--- src/rtl/shift_reg_ctrl.sv ---
// Sequencer for a WIDTH-bit serial-in shift register: takes a word over valid/ready,
// shifts it out MSB-first, reads the register back and tracks match/mismatch.
module shift_reg_ctrl #(
  parameter int WIDTH      = 8,
  parameter int GAP_CYCLES = 2
) (
  input  logic             Clk,
  input  logic             RST,
  input  logic [WIDTH-1:0] DIN,
  input  logic             DIN_VALID,
  output logic             DIN_READY,
  input  logic             ABORT,
  input  logic [WIDTH-1:0] Q_IN,
  output logic             SER,
  output logic             SHIFT_EN,
  output logic             BUSY,
  output logic             DONE,
  output logic             MATCH,
  output logic [7:0]       ERR_CNT
);

  typedef enum logic [1:0] {
    IDLE  = 2'd0,
    SHIFT = 2'd1,
    CHECK = 2'd2,
    GAP   = 2'd3
  } state_t;

  // One counter serves both the bit index in SHIFT and the idle count in GAP.
  localparam int CNT_MAX = (WIDTH > GAP_CYCLES) ? WIDTH : GAP_CYCLES;
  localparam int CNT_W   = $clog2(CNT_MAX + 1);
  localparam logic [CNT_W-1:0] CNT_ONE  = CNT_W'(1);
  localparam logic [CNT_W-1:0] LAST_BIT = CNT_W'(WIDTH - 1);
  localparam logic [CNT_W-1:0] LAST_GAP = CNT_W'((GAP_CYCLES > 0) ? GAP_CYCLES - 1 : 0);

  state_t           state_q, state_d;
  logic [WIDTH-1:0] shadow_q, shadow_d;
  logic [CNT_W-1:0] cnt_q, cnt_d;
  logic             ser_q, ser_d;
  logic             shift_en_q, shift_en_d;
  logic             done_q, done_d;
  logic             match_q, match_d;
  logic [7:0]       err_cnt_q, err_cnt_d;

  // Bit that goes out on the next shift edge: shadow[WIDTH-1-(cnt+1)].
  logic [WIDTH-1:0] shadow_shl;
  assign shadow_shl = shadow_q << (cnt_q + CNT_ONE);

  always_comb begin
    state_d    = state_q;
    shadow_d   = shadow_q;
    cnt_d      = cnt_q;
    ser_d      = ser_q;
    shift_en_d = shift_en_q;
    done_d     = 1'b0;
    match_d    = match_q;
    err_cnt_d  = err_cnt_q;

    case (state_q)
      IDLE: begin
        if (DIN_VALID) begin
          shadow_d   = DIN;
          cnt_d      = '0;
          shift_en_d = 1'b1;
          ser_d      = DIN[WIDTH-1];
          state_d    = SHIFT;
        end
      end

      SHIFT: begin
        if (ABORT) begin
          shift_en_d = 1'b0;
          ser_d      = 1'b0;
          state_d    = IDLE;
        end else if (cnt_q == LAST_BIT) begin
          shift_en_d = 1'b0;
          ser_d      = 1'b0;
          state_d    = CHECK;
        end else begin
          cnt_d = cnt_q + CNT_ONE;
          ser_d = shadow_shl[WIDTH-1];
        end
      end

      CHECK: begin
        if (ABORT) begin
          shift_en_d = 1'b0;
          ser_d      = 1'b0;
          state_d    = IDLE;
        end else begin
          done_d  = 1'b1;
          match_d = (Q_IN == shadow_q);
          if ((Q_IN != shadow_q) && (err_cnt_q != 8'hFF))
            err_cnt_d = err_cnt_q + 8'd1;
          cnt_d   = '0;
          state_d = (GAP_CYCLES > 0) ? GAP : IDLE;
        end
      end

      GAP: begin
        if (cnt_q == LAST_GAP) state_d = IDLE;
        else                   cnt_d   = cnt_q + CNT_ONE;
      end

      default: state_d = IDLE;
    endcase
  end

  always_ff @(posedge Clk or posedge RST) begin
    if (RST) begin
      state_q    <= IDLE;
      shadow_q   <= '0;
      cnt_q      <= '0;
      ser_q      <= 1'b0;
      shift_en_q <= 1'b0;
      done_q     <= 1'b0;
      match_q    <= 1'b0;
      err_cnt_q  <= 8'd0;
    end else begin
      state_q    <= state_d;
      shadow_q   <= shadow_d;
      cnt_q      <= cnt_d;
      ser_q      <= ser_d;
      shift_en_q <= shift_en_d;
      done_q     <= done_d;
      match_q    <= match_d;
      err_cnt_q  <= err_cnt_d;
    end
  end

  // Ready only once reset is released, so nothing is offered while held in reset.
  assign DIN_READY = (state_q == IDLE) && !RST;
  assign BUSY      = (state_q != IDLE);
  assign SER       = ser_q;
  assign SHIFT_EN  = shift_en_q;
  assign DONE      = done_q;
  assign MATCH     = match_q;
  assign ERR_CNT   = err_cnt_q;

`ifndef SYNTHESIS
  a_done_pulse: assert property (@(posedge Clk) disable iff (RST) DONE |=> !DONE);
  a_shift_busy: assert property (@(posedge Clk) disable iff (RST) SHIFT_EN |-> BUSY);
`endif

endmodule

--- config.mk ---
export PLATFORM = sky130hd
export DESIGN_NAME = shift_reg_ctrl
export DESIGN_NICKNAME = d
export VERILOG_FILES = /design/src/rtl/shift_reg_ctrl.sv
export SDC_FILE = /design/constraint.sdc
export NUM_CORES = 1
export LEC_CHECK = 0
export ABC_AREA = 1
export BUFFER_PORTS_ARGS = -buffer_cell sky130_fd_sc_hd__buf_4
export CAP_MARGIN = 20
export CORE_MARGIN = 3
export CORE_UTILIZATION = 46
export DETAILED_ROUTE_END_ITERATION = 10
export GPL_ROUTABILITY_DRIVEN = 0
export HOLD_SLACK_MARGIN = 0.08
export PLACE_DENSITY = 0.69
export SKIP_LAST_GASP = 1
export SLEW_MARGIN = 10
export SYNTH_ARGS = -nofsm -noshare
export SYNTH_HDL_FRONTEND = slang
export SYNTH_SLANG_ARGS = --single-unit
--- constraint.sdc ---
create_clock -name Clk -period 1.8 [get_ports Clk]
set_input_delay 0.54 -clock Clk [delete_from_list [all_inputs] [get_ports Clk]]
set_output_delay 0.54 -clock Clk [all_outputs]
set_load 0.005 [all_outputs]
== Word level (Yosys, flattened, before mapping) ==
Cells that the tools add are included.

* Bits in registers: 26
* Bits of input ports: 20

* $add $sub $neg: 2
* Equality and inequality tests: 16
* Shift-type cells: 1
* Mux-type cells: 23
* Bitwise operators: 1
* Reduce and logical (&&, ||, !) cells: 13

{| class="wikitable"
|+ Operator list
! cell !! count
|-
| 4-bit two-way mux || 5
|-
| 4-bit one-hot mux with 4 select lines || 1
|-
| 2-bit != test (second input constant) || 7
|-
| 2-bit two-way mux || 5
|-
| 1-bit two-way mux || 9
|-
| 3-bit AND reduction || 3
|-
| 8-bit by 1-bit adder with 8-bit output (second input constant) || 1
|-
| 8-bit equality test || 1
|-
| 8-bit != test || 1
|-
| 8-bit != test (second input constant) || 1
|-
| 2-bit one-hot mux with 4 select lines || 1
|-
| 8-bit by 4-bit left shift with 8-bit output || 1
|-
| 1-bit one-hot mux with 3 select lines || 2
|-
| 5-bit AND reduction || 1
|-
| 4-bit by 1-bit adder with 4-bit output (second input constant) || 1
|-
| 2-bit equality test (second input constant) || 2
|-
| 4-bit by 1-bit equality test with 1-bit output (second input constant) || 1
|-
| 4-bit by 3-bit equality test with 1-bit output (second input constant) || 1
|-
| 2-bit AND reduction || 2
|-
| 4-bit AND reduction || 1
|-
| 3-bit != test (second input constant) || 1
|-
| 3-bit nonzero test || 1
|-
| 2-bit by 1-bit equality test with 1-bit output (second input constant) || 1
|-
| 1-bit logical AND || 2
|-
| other kinds (4) || 4
|}

== Logic depth before layout (Yosys ltp) ==
Gate-level depths: netlist (run 1).

* Depth in word-level cells: 5
* Gate-level depth with buffers: 9
* Mapped depth without buffers: 9

== Worst setup path after synthesis (run 1) ==
No wires, ideal clock.

* Kind: flip-flop to flip-flop
* Start: register state_q[0]
* End: register cnt_q[3]
* Setup time: 0.128 ns
* Arrival time: 1.241 ns
* Data required time: 1.672 ns
* Setup slack: 0.431 ns
* Stages on the path, launching flop included: 9
* Path buffers: 0
* Clock period less this slack: 1.369 ns
* Cell sequence: dfrtp_1 inv_1 ha_1 inv_2 or2_1 nand2_1 nor2_4 nand3_1 o21ai_0

* Cells in the longest elaborated chain, start to end: 3
* Elaborated cells on any way between the ends: 11
* Classes of those cells: 8 x eq/ne; 1 x mux; 2 x reduce/logical

{| class="wikitable"
|+ RTL lines
! what !! RTL line !! RTL
|-
| start: declaration || 36 || <nowiki>state_t state_q, state_d;</nowiki>
|-
| start signal: assignment || 120 || <nowiki>state_q <= state_d;</nowiki>
|-
| 2-bit equality test (tied with other cells) || 59 || <nowiki>case (state_q)</nowiki>
|-
| 2-bit != test (no source line) || -- ||
|-
| 5-bit AND reduction (no source line) || -- ||
|-
| end signal: assignment || 122 || <nowiki>cnt_q <= cnt_d;</nowiki>
|-
| end: declaration || 38 || <nowiki>logic [CNT_W-1:0] cnt_q, cnt_d;</nowiki>
|}

Several ways; a longest one is shown, not always the timed one.
A chain may end at the register's enable or synchronous reset.

== Final worst setup path (run 1) ==
* Start: register state_q[1]
* End: output port DIN_READY

* Cells in the longest elaborated chain, start to end: 2

{| class="wikitable"
|+ RTL lines
! what !! RTL line !! RTL
|-
| 2-bit logical NOT || 132 || <nowiki>assign DIN_READY = (state_q == IDLE) && !RST;</nowiki>
|-
| 1-bit logical AND || 132 ||
|-
| end: declaration || 11 || <nowiki>output logic DIN_READY,</nowiki>
|}

No other way between the ends.

==> metrics.txt, run 1 <==
status finished, final reports clean; largest net degree at the start of global routing 27; XOR/XNOR share of the synthesized area 0.0376; register area share after synthesis 0.399; Setup-failing EPs final 0; Worst Max-Slew Pin Slew 0.353 ns; most frequent cells in the layout 71 x nand2_1, 38 x buf_4, 26 x dfrtp_1; Pwr Total 2.40 mW; Max VDD drop 0.602 mV; syn avg cell area 7.37 um2; first-pass GRT wire length 6.07 mm; pre-CTS setup slack approximately 0.25 ns; Antenna Nets Post-Route 0; commonest non-fill, non-tap cell in the layout nand2_1; top-area cell type share of the netlist area 0.399; drt first-iter violations 90; Startpoint Class register; # rows 20; Die ar. between 0.004 and 0.005 mm2; P_leak 1.11 nW; kind of critical path register to output port; setup ws final approximately 0.036 ns; Clk Latency, worst-skew pair around 0.32 ns; gr usage total 0.179; main combinational cell family by area after synthesis simple AND/OR/NAND/NOR gates; CP required 1.26 ns; Worst Setup End Kind output port; Cell Count Post-Placement roughly 300; HP Class input port to asynchronous set/reset pin; Slew headroom 0.764; time the worst path needs with I/O delays and setup 1.76 ns; Worst-path clk slew 0.14 ns; Max Fclk 567 MHz; Final period util 0.980; ant diodes 0; Clock Tree Buf Depth 2; adder-cell area share of the yosys netlist 0.0614; vias in the first global route between 1000 and 1500; CTS H-tree depth 1; Core Region 0.00320 mm2; crit path max fanout 3; Buffers on Ports 33; Net count, final 292; final hold violation count 0; Layout Utilization 0.631; Initial Util 0.509; DR pass1 iterations 4; clk sinks 26; post-synthesis cell area 0.00163 mm2; antenna violations before repair 0; mux contribution to synthesized area 0.0207; cell count after synthesis 221; Worst EP arrival 1.22 ns; Worst Skew about 0.0075 ns; Synth area leaders dfrtp_1 40%, nand2_1 16%, nand3_1 7.4%, ha_1 6.1%, inv_1 5.8%; DR WL/cell between 10 and 15 um; Final Routed Wirelength around 3.4 mm; Residual DRC 0; Final Non-Filler Cells 306; fin. max-slew vios 0; flop-to-flop setup slack 0.18 ns; PD cells roughly 1200 mW/mm2; GRT Residual Overflow 0; Synth Area in Compound Gates 0.0622; fill count 321; synth unique cells 23; synthesis-to-layout area growth 24.0%; CP startpoint state_q[1]; max cap viols 0; Ports 34; RR Endpoint ERR_CNT[5]; Synth Warn # 0; TritonCTS clock tree yes; TritonCTS Buffers 3; fraction of the mapped netlist area in simple logic gates 0.335; post-synth top area cell dfrtp_1; clk root buf clkbuf_4; crit path to DIN_READY; DR vias between 1000 and 1500; FF-to-FF Start state_q[0]; HPWL after DPL 2.56 mm; Die Width 65.5 um; Die Y roughly 66 um; share of post-route cells with drive strength above 1 0.248; Synth Net Count around 250; Avg Vias per Cell 4.81; RSZ-0062 raised after global routing yes; post-synthesis sequential element count 26; R2R cell count 8
cell type report:
class	instances	area [um2]	share of cell area
flip-flops and latches	26	651	0.322
well taps	44	55.1	0.0272
multi-input cells	159	862	0.427
inverters	35	134	0.0663
repair buffers	39	297	0.147
clock buffers	3	22.5	0.0111
worst max-delay path: stages (launching register included):
cell     delay, ns
dfrtp_1       0.43
inv_2         0.10
ha_4          0.15
inv_4         0.04
nor2_4        0.09
buf_6         0.09
synth_stat cells (all sizes together):
cell     n
o21ai   10
nor2    18
or2      1
nand4    4
mux2     3
xnor2    4
a21oi    8
xor2     3
clkinv   1
inv     34
buf      1
nand3b   1
nand3   26
ha       8
dfrtp   26
nand2   73
metrics by stage:
stage	TNS (ns)	hold WS (ns)	cell area, um2
after floorplan	0	0.482	1630
after global routing	-0.0256	0.293	2020
after global placement	0	0.483	1940
after CTS	0	0.261	1990
after detailed placement	0	0.492	1940
final	0	0.277	2020
routing by layer:
metal | vias up | GRT usage | routed length (um)
li1 | 778 | - | -
met1 | 666 | 0.243 | 1620
met2 | 26 | 0.293 | 1580
met3 | 2 | 0.0410 | 144
met4 | 0 | 0.0311 | 17
met5 | - | 0 | 0
power by group:
part | internal (mW) | switching [mW] | total, mW
Sequential | 0.770 | 0.203 | 0.973
Combinational | 0.566 | 0.617 | 1.18
Clock | 0.0784 | 0.169 | 0.247
worst min-delay path by stage:
stage	from	end	slack (ns)	depth (start not counted)
4_1_cts	RST	SHIFT_EN	0.26	3
3_3_place_gp	SHIFT_EN	SHIFT_EN	0.48	2
5_1_grt	RST	ERR_CNT[4]	0.29	3
6_report	RST	MATCH	0.28	3
2_1_floorplan	MATCH	MATCH	0.48	2
3_5_place_dp	SHIFT_EN	SHIFT_EN	0.49	2
registers in the layout, summed over array words and instances, names as in the netlist:
name	count
ERR_CNT	8
shadow_q	8
cnt_q	4
state_q	2
DONE	1
MATCH	1
SER	1
SHIFT_EN	1
cell families (layout without fill, tap and decap cells):
kind of cell / count (synthesis) / count (layout)
compound gates: 18 / 18
xor+xnor: 7 / 7
fa+ha+maj: 8 / 8
buf+inv: 36 / 77
flops: 26 / 26
mux: 3 / 3
simple gates: 123 / 123
repair_timing:
item                       CTS  global route
buffers inserted             3             1
hold buffers                 0             0
setup endpoints to repair    2             1
gates resized for setup      3             5
pin swaps                    0             2
hold endpoints to repair     0             0
No activity file was read; power rests on OpenSTA's default activity.
==> run 2: changes to the inputs <==
--- a/config.mk
+++ b/config.mk
@@ -6,5 +6,4 @@
 export NUM_CORES = 1
 export LEC_CHECK = 0
-export ABC_AREA = 1
 export BUFFER_PORTS_ARGS = -buffer_cell sky130_fd_sc_hd__buf_4
 export CAP_MARGIN = 20
@@ -14,5 +13,5 @@
 export GPL_ROUTABILITY_DRIVEN = 0
 export HOLD_SLACK_MARGIN = 0.08
-export PLACE_DENSITY = 0.69
+export PLACE_DENSITY = 0.7
 export SKIP_LAST_GASP = 1
 export SLEW_MARGIN = 10
==> constraint.sdc (replaced) <==
create_clock -name Clk -period 1.8 [get_ports Clk]
set_input_delay 0.54 -clock Clk [delete_from_list [all_inputs] [get_ports Clk]]
set_output_delay 0.54 -clock Clk [all_outputs]
set_load 0.02 [all_outputs]
==> run 2 against run 1 <==
Net effect:
- the run now ends with negative setup slack left
- cell area shrank 0.43%
- highest routed layer unchanged
- clock power increased by 63%
- flip-flop and latch count did not move
- non-clock buffer count rose by 7
- cell count fell by 26%
- via count decreased by 21%
==> metrics.txt, run 2 <==
largest net degree at the start of global routing 27 (unchanged); post-synth top area cell dfrtp_1; time the worst path needs with I/O delays and setup 1.80 ns (+0.0375 ns); clock network fraction of design power 0.136 (+0.033); combinational share of power 0.533 (+0.041); R2R cell count 8 (unchanged); # rows 20 (unchanged); TritonCTS clock tree yes; crit-path leading delay family flip-flops; gr usage total 0.176 (-0.00287); Switching Share 0.389 (-0.0226); FF-to-FF Start state_q[0]; post-synthesis sequential element count 26 (unchanged); Max VDD drop 0.690 mV (+15%); Core Region 0.00308 mm2 (-3.9%); Avg Vias per Cell 5.13 (+6.7%); critical path's largest stage delay 0.42 ns (about the same); status complete, but fails checks; PD cells 1470 mW/mm2 (+23%); HP Class input port to asynchronous set/reset pin; Final period util 1.00 (+0.0208); final hold violation count 0 (unchanged); commonest non-fill, non-tap cell in the layout buf_4; post-synthesis async set-or-reset flop share 1.00 (unchanged); Startpoint Class register; worst path bufs/invs 3 (unchanged); Synth area leaders dfrtp_1 44%, mux2_2 6.8%, ha_1 6.7%, xor2_1 5.9%, o21ai_0 3.7%; DR vias 1165 (-21%); flop-to-flop setup slack 0.08 ns (-0.10 ns); RR Endpoint ERR_CNT[7]; most frequent cells in the layout 43 x buf_4, 26 x dfrtp_1, 11 x o21ai_0; Clock Tree Buf Depth 2 (unchanged); Worst EP arrival 1.26 ns (+0.04 ns); Cell Int Power 1.80 mW (+28%); Synth Warn # 0 (unchanged); main combinational cell family by area after synthesis simple AND/OR/NAND/NOR gates; CTS Hold Bufs 0 (unchanged); register area share after synthesis 0.437 (+0.0380); clk root buf clkbuf_4; RSZ-0062 raised after global routing yes; Worst Skew 0.0118 ns (+0.00433 ns); top-count cell post-synth dfrtp_1; Max Fclk 555 MHz (-2.1%); XOR/XNOR share of the synthesized area 0.0883 (+0.0507); Clk Latency, worst-skew pair 0.33 ns (about the same); Net count, final 212 (-27%); ant diodes 0 (unchanged); vias in the first global route 1201 (-15%); Final Routed Wirelength 3.14 mm (-6.5%); post-synthesis cell area 0.00149 mm2 (-8.7%); CP startpoint state_q[1]; list of most frequent post-synthesis cells 26 x dfrtp_1, 11 x o21ai_0, 10 x xor2_1, 9 x inv_1, 9 x mux2_2; fin. max-slew vios 0 (unchanged); Layout Utilization 0.654 (+0.0228); Synth Net Count 163 (-35%); Synth Area in Compound Gates 0.0875 (+0.0253); Residual DRC 0 (unchanged); GRT Residual Overflow 0 (unchanged); Die Width 62.9 um (-4.0%); P_leak 0.919 nW (-17%); synthesis-to-layout area growth 35.2%; Ports 34 (unchanged); adder-cell area share of the yosys netlist 0.0673 (+0.00584); DR pass1 iterations 4 (unchanged); TritonCTS Buffers 3 (unchanged); first-pass GRT wire length 5.62 mm (-7.4%); Post-synth top flop dfrtp_1; Initial Util 0.483 (-0.0253); Antenna Nets Post-Route 0 (unchanged); CTS H-tree depth 1 (unchanged); Worst-path clk slew 0.15 ns (about the same); mux contribution to synthesized area 0.118 (+0.0970); Worst path slowest cell dfrtp_1; EDFF count, synth 0 (unchanged); sequential share of power 0.330 (-0.075); clk sinks 26 (unchanged); Setup-failing EPs final 1 (+1); CP Cell Sequence inv_2 -> ha_4 -> inv_4 -> nor2_4 -> buf_6; setup ws final -0.00112 ns (-0.0375 ns); Worst Setup End Kind output port; crit path max fanout 3 (unchanged); kind of critical path register to output port; share of post-route cells with drive strength above 1 0.432 (+0.184); fill count 256 (-20%); max cap viols 0 (unchanged); synth unique cells 35 (+52%); Slew headroom 0.742 (-0.0218); DR WL/cell 13.8 um (+26%); cell count after synthesis 135 (-39%); failing checks negative setup slack; syn avg cell area 11.0 um2 (+49%); drt first-iter violations 47 (-48%); Buffers on Ports 33 (unchanged); top-area cell type share of the netlist area 0.437 (+0.0380); Die Y 62.9 um (-4.0%); Die ar. 0.00395 mm2 (-7.9%); sw power 1.15 mW (+16%); fraction of the mapped netlist area in simple logic gates 0.168 (-0.167); Worst Max-Slew Pin Slew 0.386 ns (+0.0326 ns); antenna violations before repair 0 (unchanged); setup_tns -0.00112 ns (-0.00112 ns); CP required 1.26 ns (about the same); HPWL after DPL 2.45 mm (-4.2%)
run 2: power by group through the flow:
| stage | clock network, mW | registers (mW) | logic (mW) |
|---|---|---|---|
| finish | 0.403 | 0.975 | 1.58 |
| global route | 0.433 | 1.01 | 1.74 |
| CTS | 0.413 | 0.974 | 1.47 |
| detailed placement | 0 | 0.991 | 1.36 |
| global placement | 0 | 0.981 | 1.31 |
| floorplan | 0 | 1.02 | 0.880 |
run 2: kinds of logic after synthesis:
group,Yosys count
and+or+nand+nor,40
buffers and inverters,11
AOI/OAI and AO/OA,22
DFF,26
adders and majority gates,8
muxes,13
xor gates and xnor gates,15
run 2: routing by layer:
metal	track usage	part of all wire
met5	0	0
met4	0.0413	0.0089
met3	0.0306	0.038
met2	0.282	0.49
met1	0.247	0.46
run 2: what timing repair did:
action,in CTS,in global routing
setup buffers,3,2
endpoints found under the hold margin,0,0
endpoints found under the setup margin,2,11
resized for setup,5,15
pin swaps,1,3
run 2: worst reg2reg max path, cell delays in order (launching register included):
cell and delay, ns:
dfrtp_1 0.40, inv_2 0.06, buf_4 0.15, ha_4 0.15, nor2b_4 0.12, buf_6 0.13, and3_1 0.20, nand4_1 0.09
mux2_2 0.33
run 2: layout make-up:
cell class	count	area [um2]	share of cell area
multi-input cells	98	852	0.424
flip-flops and latches	26	651	0.323
repair buffers	46	365	0.182
well taps	44	55.1	0.0274
inverters	9	36.3	0.0180
clock inverters	1	30.0	0.0149
clock buffers	3	22.5	0.0112
run 2: stage by stage:
step                      cells  instance area [um2]  total power, mW  setup slack, ns  hold slack, ns
after floorplan             135                 1490             1.90           0.0924           0.467
after global placement      218                 1830             2.29          -0.0120           0.489
after detailed placement    218                 1830             2.36          -0.0661           0.500
after CTS                   225                 1930             2.86          -0.0420           0.266
after global routing        227                 2010             3.18          -0.0486           0.296
final                       227                 2010             2.95         -0.00112           0.269
run 2: worst max path at each step:
| stage | endpoint | depth (start not counted) |
|---|---|---|
| final | DIN_READY | 5 |
| after detailed placement | ERR_CNT[1] | 6 |
| after CTS | ERR_CNT[7] | 8 |
| after global routing | DIN_READY | 5 |
| after floorplan | ERR_CNT[1] | 5 |
| after global placement | ERR_CNT[1] | 6 |
